--- src/rtl/miner_pkg.sv ---
// Shared types and widths for the miner job scheduler.
// Contents:
//   HASH_W, NONCE_W, X_W, Y_W  - datapath widths
//   state_t                    - scheduler states (IDLE, SCAN, DRAIN)
//   hit_rec_t                  - queued hit record {hash, nonce}
//   lz_mask()                  - mask covering the top zero_bits bits of a hash
package miner_pkg;

   localparam int HASH_W  = 256;
   localparam int NONCE_W = 32;
   localparam int X_W     = 256;
   localparam int Y_W     = 96;

   typedef enum logic [1:0] {
      IDLE  = 2'd0,
      SCAN  = 2'd1,
      DRAIN = 2'd2
   } state_t;

   typedef struct packed {
      logic [HASH_W-1:0]  hash;
      logic [NONCE_W-1:0] nonce;
   } hit_rec_t;

   // Ones in the top zb bits; zb >= 256 yields an all-ones mask.
   function automatic logic [HASH_W-1:0] lz_mask(input logic [8:0] zb);
      return ~({HASH_W{1'b1}} >> zb);
   endfunction

endpackage

--- src/rtl/hit_fifo.sv ---
// Synchronous FIFO of hit records.
// Ports:
//   clk, rst_n   - clock, async active-low reset (reset empties the FIFO)
//   push, din    - write request and record; accepted when not full, or when
//                  a pop in the same cycle frees the slot
//   pop          - read request; ignored while empty
//   full, empty  - occupancy flags
//   head         - oldest record (storage register, valid while !empty)
module hit_fifo
   import miner_pkg::*;
#(
   parameter int DEPTH = 4
) (
   input  logic     clk,
   input  logic     rst_n,
   input  logic     push,
   input  hit_rec_t din,
   input  logic     pop,
   output logic     full,
   output logic     empty,
   output hit_rec_t head
);

   localparam int AW = (DEPTH > 1) ? $clog2(DEPTH) : 1;
   localparam int CW = $clog2(DEPTH + 1);

   hit_rec_t        mem [DEPTH];
   logic [AW-1:0]   wr_ptr;
   logic [AW-1:0]   rd_ptr;
   logic [CW-1:0]   count;
   logic            push_ok;
   logic            pop_ok;

   function automatic logic [AW-1:0] ptr_next(input logic [AW-1:0] p);
      return (p == AW'(DEPTH - 1)) ? '0 : p + AW'(1);
   endfunction

   assign empty   = (count == '0);
   assign full    = (count == CW'(DEPTH));
   assign pop_ok  = pop & ~empty;
   assign push_ok = push & (~full | pop_ok);
   assign head    = mem[rd_ptr];

   always_ff @(posedge clk) begin
      if (push_ok) mem[wr_ptr] <= din;
   end

   always_ff @(posedge clk or negedge rst_n) begin
      if (!rst_n) begin
         wr_ptr <= '0;
         rd_ptr <= '0;
         count  <= '0;
      end else begin
         if (push_ok) wr_ptr <= ptr_next(wr_ptr);
         if (pop_ok)  rd_ptr <= ptr_next(rd_ptr);
         case ({push_ok, pop_ok})
            2'b10:   count <= count + CW'(1);
            2'b01:   count <= count - CW'(1);
            default: ;
         endcase
      end
   end

endmodule

--- src/rtl/miner_job_scheduler.sv ---
// Job controller between the UART receive/transmit path and an array of
// fixed-latency dsha_finisher cores. Latches a job, sweeps a nonce range
// across NUM_CORES cores, tests each qualified result against a runtime
// leading-zero difficulty and queues hits for transmission.
//
// Optional feature macro: MINER_SCHED_STATS_EN adds hash_count[47:0].
//
// Ports:
//   clk, rst_n                   - clock, async active-low reset
//   job_valid / job_ready        - job strobe; ready is 1 from the first clk after reset
//   job_x, job_y, job_nonce_start, zero_bits - job contents, sampled with job_valid
//   core_x, core_y               - broadcast to all cores
//   core_nonce                   - per-core input nonce, core i at [32i+31:32i]
//   core_hash, core_out_nonce    - per-core results, PIPE_LATENCY cycles later
//   hit_valid/hit_ready, hit_hash, hit_nonce - hit FIFO head
//   busy, exhausted, drop_count  - status
//   hash_count                   - (MINER_SCHED_STATS_EN) qualified results tested
//
// state | meaning
// IDLE  | no job running, waiting for job_valid
// SCAN  | one nonce per core issued every cycle
// DRAIN | range fully issued, waiting for in-flight results to clear
module miner_job_scheduler
   import miner_pkg::*;
#(
   parameter int NUM_CORES       = 1,
   parameter int PIPE_LATENCY    = 64,
   parameter int NONCE_SPAN_LOG2 = 32,
   parameter int HIT_DEPTH       = 4
) (
   input  logic                           clk,
   input  logic                           rst_n,
   input  logic                           job_valid,
   output logic                           job_ready,
   input  logic [X_W-1:0]                 job_x,
   input  logic [Y_W-1:0]                 job_y,
   input  logic [NONCE_W-1:0]             job_nonce_start,
   input  logic [8:0]                     zero_bits,
   output logic [X_W-1:0]                 core_x,
   output logic [Y_W-1:0]                 core_y,
   output logic [NONCE_W*NUM_CORES-1:0]   core_nonce,
   input  logic [HASH_W*NUM_CORES-1:0]    core_hash,
   input  logic [NONCE_W*NUM_CORES-1:0]   core_out_nonce,
   output logic                           hit_valid,
   input  logic                           hit_ready,
   output logic [HASH_W-1:0]              hit_hash,
   output logic [NONCE_W-1:0]             hit_nonce,
   output logic                           busy,
   output logic                           exhausted,
   output logic [7:0]                     drop_count
`ifdef MINER_SCHED_STATS_EN
   ,
   output logic [47:0]                    hash_count
`endif
);

   localparam int CNT_W = NONCE_SPAN_LOG2 + 1;
   localparam logic [CNT_W-1:0]   SPAN_FULL = {1'b1, {NONCE_SPAN_LOG2{1'b0}}};
   localparam logic [CNT_W-1:0]   CNT_STEP  = CNT_W'(NUM_CORES);
   localparam logic [NONCE_W-1:0] BASE_STEP = NONCE_W'(NUM_CORES);

   state_t                    state;
   logic [8:0]                zb_q;
   logic [NONCE_W-1:0]        base;
   logic [CNT_W-1:0]          remaining;
   logic [PIPE_LATENCY-1:0]   vpipe;
   logic [PIPE_LATENCY-1:0]   vpipe_nxt;
   logic                      ready_q;
   logic                      issue;
   logic                      q_valid;

   logic [HASH_W-1:0]         mask;
   logic                      any_hit;
   hit_rec_t                  first_rec;
   logic [3:0]                n_extra;

   logic                      cand_valid;
   hit_rec_t                  cand_rec;
   logic [3:0]                cand_extra;

   logic                      push_req;
   logic                      fifo_full;
   logic                      fifo_empty;
   hit_rec_t                  fifo_head;
   logic [3:0]                drop_inc;
   logic [8:0]                drop_sum;

   assign job_ready = ready_q;
   assign busy      = (state != IDLE);

   // A new job overrides the issue slot of the cycle it arrives in.
   assign issue     = (state == SCAN) & ~job_valid;
   assign vpipe_nxt = (vpipe << 1) | PIPE_LATENCY'(issue);
   assign q_valid   = vpipe[PIPE_LATENCY-1] & ~job_valid;

   // Nonces are presented combinationally so the valid bit shifted in at the
   // end of the issue cycle lines up with the core output PIPE_LATENCY later.
   always_comb begin
      core_nonce = '0;
      for (int i = 0; i < NUM_CORES; i++) begin
         if (state == SCAN) core_nonce[NONCE_W*i +: NONCE_W] = base + NONCE_W'(i);
      end
   end

   always_ff @(posedge clk or negedge rst_n) begin
      if (!rst_n) begin
         state     <= IDLE;
         core_x    <= '0;
         core_y    <= '0;
         zb_q      <= '0;
         base      <= '0;
         remaining <= '0;
         vpipe     <= '0;
         exhausted <= 1'b0;
         ready_q   <= 1'b0;
      end else begin
         ready_q <= 1'b1;
         if (job_valid) begin
            core_x    <= job_x;
            core_y    <= job_y;
            zb_q      <= zero_bits;
            base      <= job_nonce_start;
            remaining <= SPAN_FULL;
            vpipe     <= '0;
            exhausted <= 1'b0;
            state     <= SCAN;
         end else begin
            vpipe <= vpipe_nxt;
            case (state)
               SCAN: begin
                  base      <= base + BASE_STEP;
                  remaining <= remaining - CNT_STEP;
                  if (remaining == CNT_STEP) state <= DRAIN;
               end
               DRAIN: begin
                  if (vpipe_nxt == '0) begin
                     state     <= IDLE;
                     exhausted <= 1'b1;
                  end
               end
               default: ;
            endcase
         end
      end
   end

   assign mask = lz_mask(zb_q);

   // Lowest-index hit wins; every other hit in the same cycle is a drop.
   always_comb begin
      any_hit   = 1'b0;
      first_rec = '0;
      n_extra   = '0;
      for (int i = 0; i < NUM_CORES; i++) begin
         if ((core_hash[HASH_W*i +: HASH_W] & mask) == '0) begin
            if (!any_hit) begin
               any_hit         = 1'b1;
               first_rec.hash  = core_hash[HASH_W*i +: HASH_W];
               first_rec.nonce = core_out_nonce[NONCE_W*i +: NONCE_W];
            end else begin
               n_extra = n_extra + 4'd1;
            end
         end
      end
   end

   // Results from an aborted job are never pushed nor counted as drops.
   assign push_req = cand_valid & ~job_valid;
   assign drop_inc = cand_extra + {3'b0, push_req & fifo_full & ~hit_ready};
   assign drop_sum = {1'b0, drop_count} + {5'b0, drop_inc};

   always_ff @(posedge clk or negedge rst_n) begin
      if (!rst_n) begin
         cand_valid <= 1'b0;
         cand_rec   <= '0;
         cand_extra <= '0;
         drop_count <= '0;
      end else begin
         cand_valid <= q_valid & any_hit;
         cand_rec   <= first_rec;
         cand_extra <= q_valid ? n_extra : 4'd0;
         if (job_valid)      drop_count <= '0;
         else if (drop_sum[8]) drop_count <= 8'hFF;
         else                drop_count <= drop_sum[7:0];
      end
   end

   hit_fifo #(
      .DEPTH (HIT_DEPTH)
   ) u_hit_fifo (
      .clk   (clk),
      .rst_n (rst_n),
      .push  (push_req),
      .din   (cand_rec),
      .pop   (hit_ready),
      .full  (fifo_full),
      .empty (fifo_empty),
      .head  (fifo_head)
   );

   assign hit_valid = ~fifo_empty;
   assign hit_hash  = fifo_head.hash;
   assign hit_nonce = fifo_head.nonce;

`ifdef MINER_SCHED_STATS_EN
   logic [3:0] stat_inc;

   always_ff @(posedge clk or negedge rst_n) begin
      if (!rst_n) begin
         stat_inc   <= '0;
         hash_count <= '0;
      end else begin
         stat_inc   <= q_valid ? 4'(NUM_CORES) : 4'd0;
         hash_count <= hash_count + 48'(stat_inc);
      end
   end
`endif

endmodule

--- config.mk ---
export PLATFORM = sky130hd
export DESIGN_NAME = miner_job_scheduler
export DESIGN_NICKNAME = d
export VERILOG_FILES = /design/src/rtl/miner_pkg.sv /design/src/rtl/hit_fifo.sv /design/src/rtl/miner_job_scheduler.sv
export SDC_FILE = /design/constraint.sdc
export NUM_CORES = 2
export LEC_CHECK = 0
export CORE_AREA = 2 2 534 536
export DETAILED_ROUTE_END_ITERATION = 12
export DIE_AREA = 0 0 536 538
export PLACE_DENSITY = 0.53
export RECOVER_POWER = 50
export SYNTH_ARGS = -nofsm -noshare
export SYNTH_HDL_FRONTEND = slang
export SYNTH_HIERARCHICAL = 1
export SYNTH_SLANG_ARGS = --single-unit
--- constraint.sdc ---
create_clock -name clk -period 19.55 [get_ports clk]
set_input_delay 5.865 -clock clk [delete_from_list [all_inputs] [get_ports clk]]
set_output_delay 5.865 -clock clk [all_outputs]
set_load 0.05 [all_outputs]
==> flow_summary.yaml <==
critical_path:
  crit_slowest_cell: "clkbuf_1"
  end_kind: "flip-flop"
  cpMostUsedCell: "clkbuf_1"
  max_stage_delay_ns: 3.52
  startpoint_type: "input pin"
  critPathKind: "in2reg"
  cp_data_arrival_time_ns: 15.36
  crit_required_ns: 20.32
  crit_path_max_fanout: 98
  crit_path_cell_trace: "clkbuf_1 -> clkbuf_1 -> clkbuf_1 -> nand2_1 -> o21ai_0"
cts:
  cts_resized: 0
  postCtsSetupBuffers: 0
  tritoncts: "built"
  clkLatencyLatePin_ns: 0.91
  htreeDepth: 4
  clockBufferDepth: 4
  hold_buffers: 0
  cts_sinks: 1950
  cts_buffers: 223
  clk_pin_slew_ns: 0.06
  cts-root-buf: "clkbuf_16"
timing:
  report.final.slew_viol_count: 759
  fmax_mhz: 68.54
  fin_tns_setup_ns: 0
  hold_viol: 0
  min_period_ns: 14.59
  rsz0062_at_grt: "false"
  setup_viol: 0
  final.setup_skew_ns: 0.07659
  final.hold.worst_slack_ns: 0.4327
  tightest_slew_ns: 5.281
  max_slew_margin: -2.521
  post-route-period-util: 0.7463
logic_synthesis:
  synth_top_area_share: 0.4656
  async_flop_share: 0.4092
  synth_cells: 4149
  synth.largest_area_cell: "edfxtp_1"
  synth_edf_count: 1152
  avgSynthCellArea_um2: 17.91
  synth_area_um2: 74300
  syn-num-nets: 4845
  ys_top_cells_by_area: "edfxtp_1 (47%), dfrtp_1 (27%), mux4_2 (8.7%)"
  yosys_most_used_dff: "edfxtp_1"
  synth_cell_types: 79
  postSynthRegisterBits: 1950
  ys_warn_count: 6
  ys_seq_area_frac: 0.7343
run:
  maxCapViolCount: 13
placement:
  dp.cells: 9127
  numPortBuffers: 1368
  routabilityCongestion: 0.9532
  dpl.hpwl_um: 256200
die:
  die_area_um2: 288400
  die_w_um: 536
  initial_core_util: 0.2623
  pin_count: 1369
  rows: 196
  die-height_um: 538
  core_area_um2: 283200
global_routing:
  antenna_found_initial: 155
  grt_pass1_vias: 47793
  grt_usage: 0.2324
  grt.overflow.total: 0
  grt_max_degree: 200
  grt_pass1_wl_um: 450600
status:
  violations: "capacitance limit, slew limit"
  outcome: "complete, but fails checks"
layout:
  final_cell_count_no_fill: 9610
  final_cell_mix: "clkdlybuf4s50_1 (1,364), edfxtp_1 (1,152), dfrtp_1 (790)"
  areaGrowthSynthToFinish_pct: 35.03
  drive_gt1_frac: 0.1945
  fillers: 27063
  layout_commonest_cell: "clkdlybuf4s50_1"
  fin_nets: 6286
pwr:
  p_leak_uw: 0.03980
  peakVddDrop_uv: 110.4
  fin_total_pwr_uw: 10910
  powerDensity_nw_per_um2: 108.7
routing:
  vias: 46691
  via_per_inst: 4.859
  firstDrtPassIters: 5
  drt-initial-drc-count: 4090
  wl_per_cell_um: 35.79
  wirelength_um: 344000
  route.detailed.drc: 0
  ant_nets: 0
min_path:
  hp-class: "reg2reg"
[stage by stage]
stage	worst slack, ns	util	instance area (µm²)
finish	4.960	0.3542	100300
floorplan	5.480	-	74300
global route	4.317	0.3539	100300
global placement	7.880	0.3261	92360
detailed placement	7.842	0.3262	92390
CTS	8.298	0.3539	100200
[sequential cells by signal, summed over array words and instances (netlist names), 3 cells and up]
name and flops:
base 32, cand_rec 288, core_x 256, core_y 96
drop_count 8, remaining 33, u_hit_fifo/count 3, u_hit_fifo/mem 1152
vpipe 64, zb_q 9
[synthesized netlist by cell type (10+ instances only)]
cell,count
edfxtp_1,1152
dfrtp_1,798
mux2_2,359
mux4_2,288
and3_1,174
and2_1,172
clkbuf_1,146
o21ai_0,109
nand2_1,108
nor2_1,74
nor2b_1,71
a21oi_1,65
nor4_1,64
nand3_1,53
buf_2,47
nor3_1,42
xor2_1,35
nand4_1,32
xnor2_1,26
inv_1,23
a31oi_1,22
buf_6,21
a22oi_1,17
a21o_1,16
or3_1,13
a211oi_1,12
a32oi_1,12
buf_1,11
buf_4,11
o211ai_1,11
ha_1,10
or4_1,10
[routing by layer]
layer,track usage,vias up,wire length [µm]
met5,0.005099,-,153
met4,0.1086,26,19360
met3,0.08641,671,34920
met2,0.4026,2297,172000
met1,0.2503,24665,117500
li1,-,19032,-
[logic make-up (layout without fill, tap and decap cells)]
kind of cell	count (synthesis)	count (layout)	synth area share
AND/OR/NAND/NOR	854	854	0.06544
AO/OA/AOI/OAI	359	359	0.03169
adder cells (fa/ha/maj)	14	14	0.002358
flip-flops	1950	1950	0.7343
XOR/XNOR	61	61	0.007190
multiplexers	651	651	0.1424
other	1	65	0.00005047
buffers and inverters	259	1894	0.01655
[area by class of cell]
| class | instances | area [µm²] | share of cell area |
|---|---|---|---|
| multi-input cells | 1940 | 18540 | 0.1848 |
| diodes | 64 | 160.2 | 0.001596 |
| repair buffers | 1452 | 14400 | 0.1435 |
| clock buffers | 300 | 6294 | 0.06273 |
| flip-flops and latches | 1950 | 54580 | 0.5440 |
| clock inverters | 119 | 1567 | 0.01561 |
| inverters | 23 | 86.33 | 0.0008605 |
| well taps | 3762 | 4707 | 0.04692 |
[worst paths after layout]
path | start | end | slack [ns] | depth (start not counted)
min in group asynchronous | rst_n | cand_rec[201]$_DFF_PN0_ | 6.57 | 1
hold / removal | cand_rec[243]$_DFF_PN0_ | u_hit_fifo/mem[1][243]$_DFFE_PP_ | 0.43 | 0
setup / recovery | job_valid | base[22]$_DFFE_PN0N_ | 4.96 | 5
max in group asynchronous | rst_n | cand_rec[101]$_DFF_PN0_ | 6.97 | 4
setup reg to reg | cand_valid$_DFF_PN0_ | u_hit_fifo/mem[1][77]$_DFFE_PP_ | 12.17 | 6
hold reg to reg | cand_rec[243]$_DFF_PN0_ | u_hit_fifo/mem[1][243]$_DFFE_PP_ | 0.43 | 0
[where the power goes]
| part | internal (µW) | switching, µW |
|---|---|---|
| registers | 4440 | 135 |
| logic | 694 | 1180 |
| clock network | 2640 | 1810 |
[worst max-delay path, delay by kind of cell]
kind,cells,cell delay [ns]
compound gates,1,0.21
buf+inv,3,8.71
simple gates,1,0.43
Note: power is estimated with default switching activity, not from simulation.
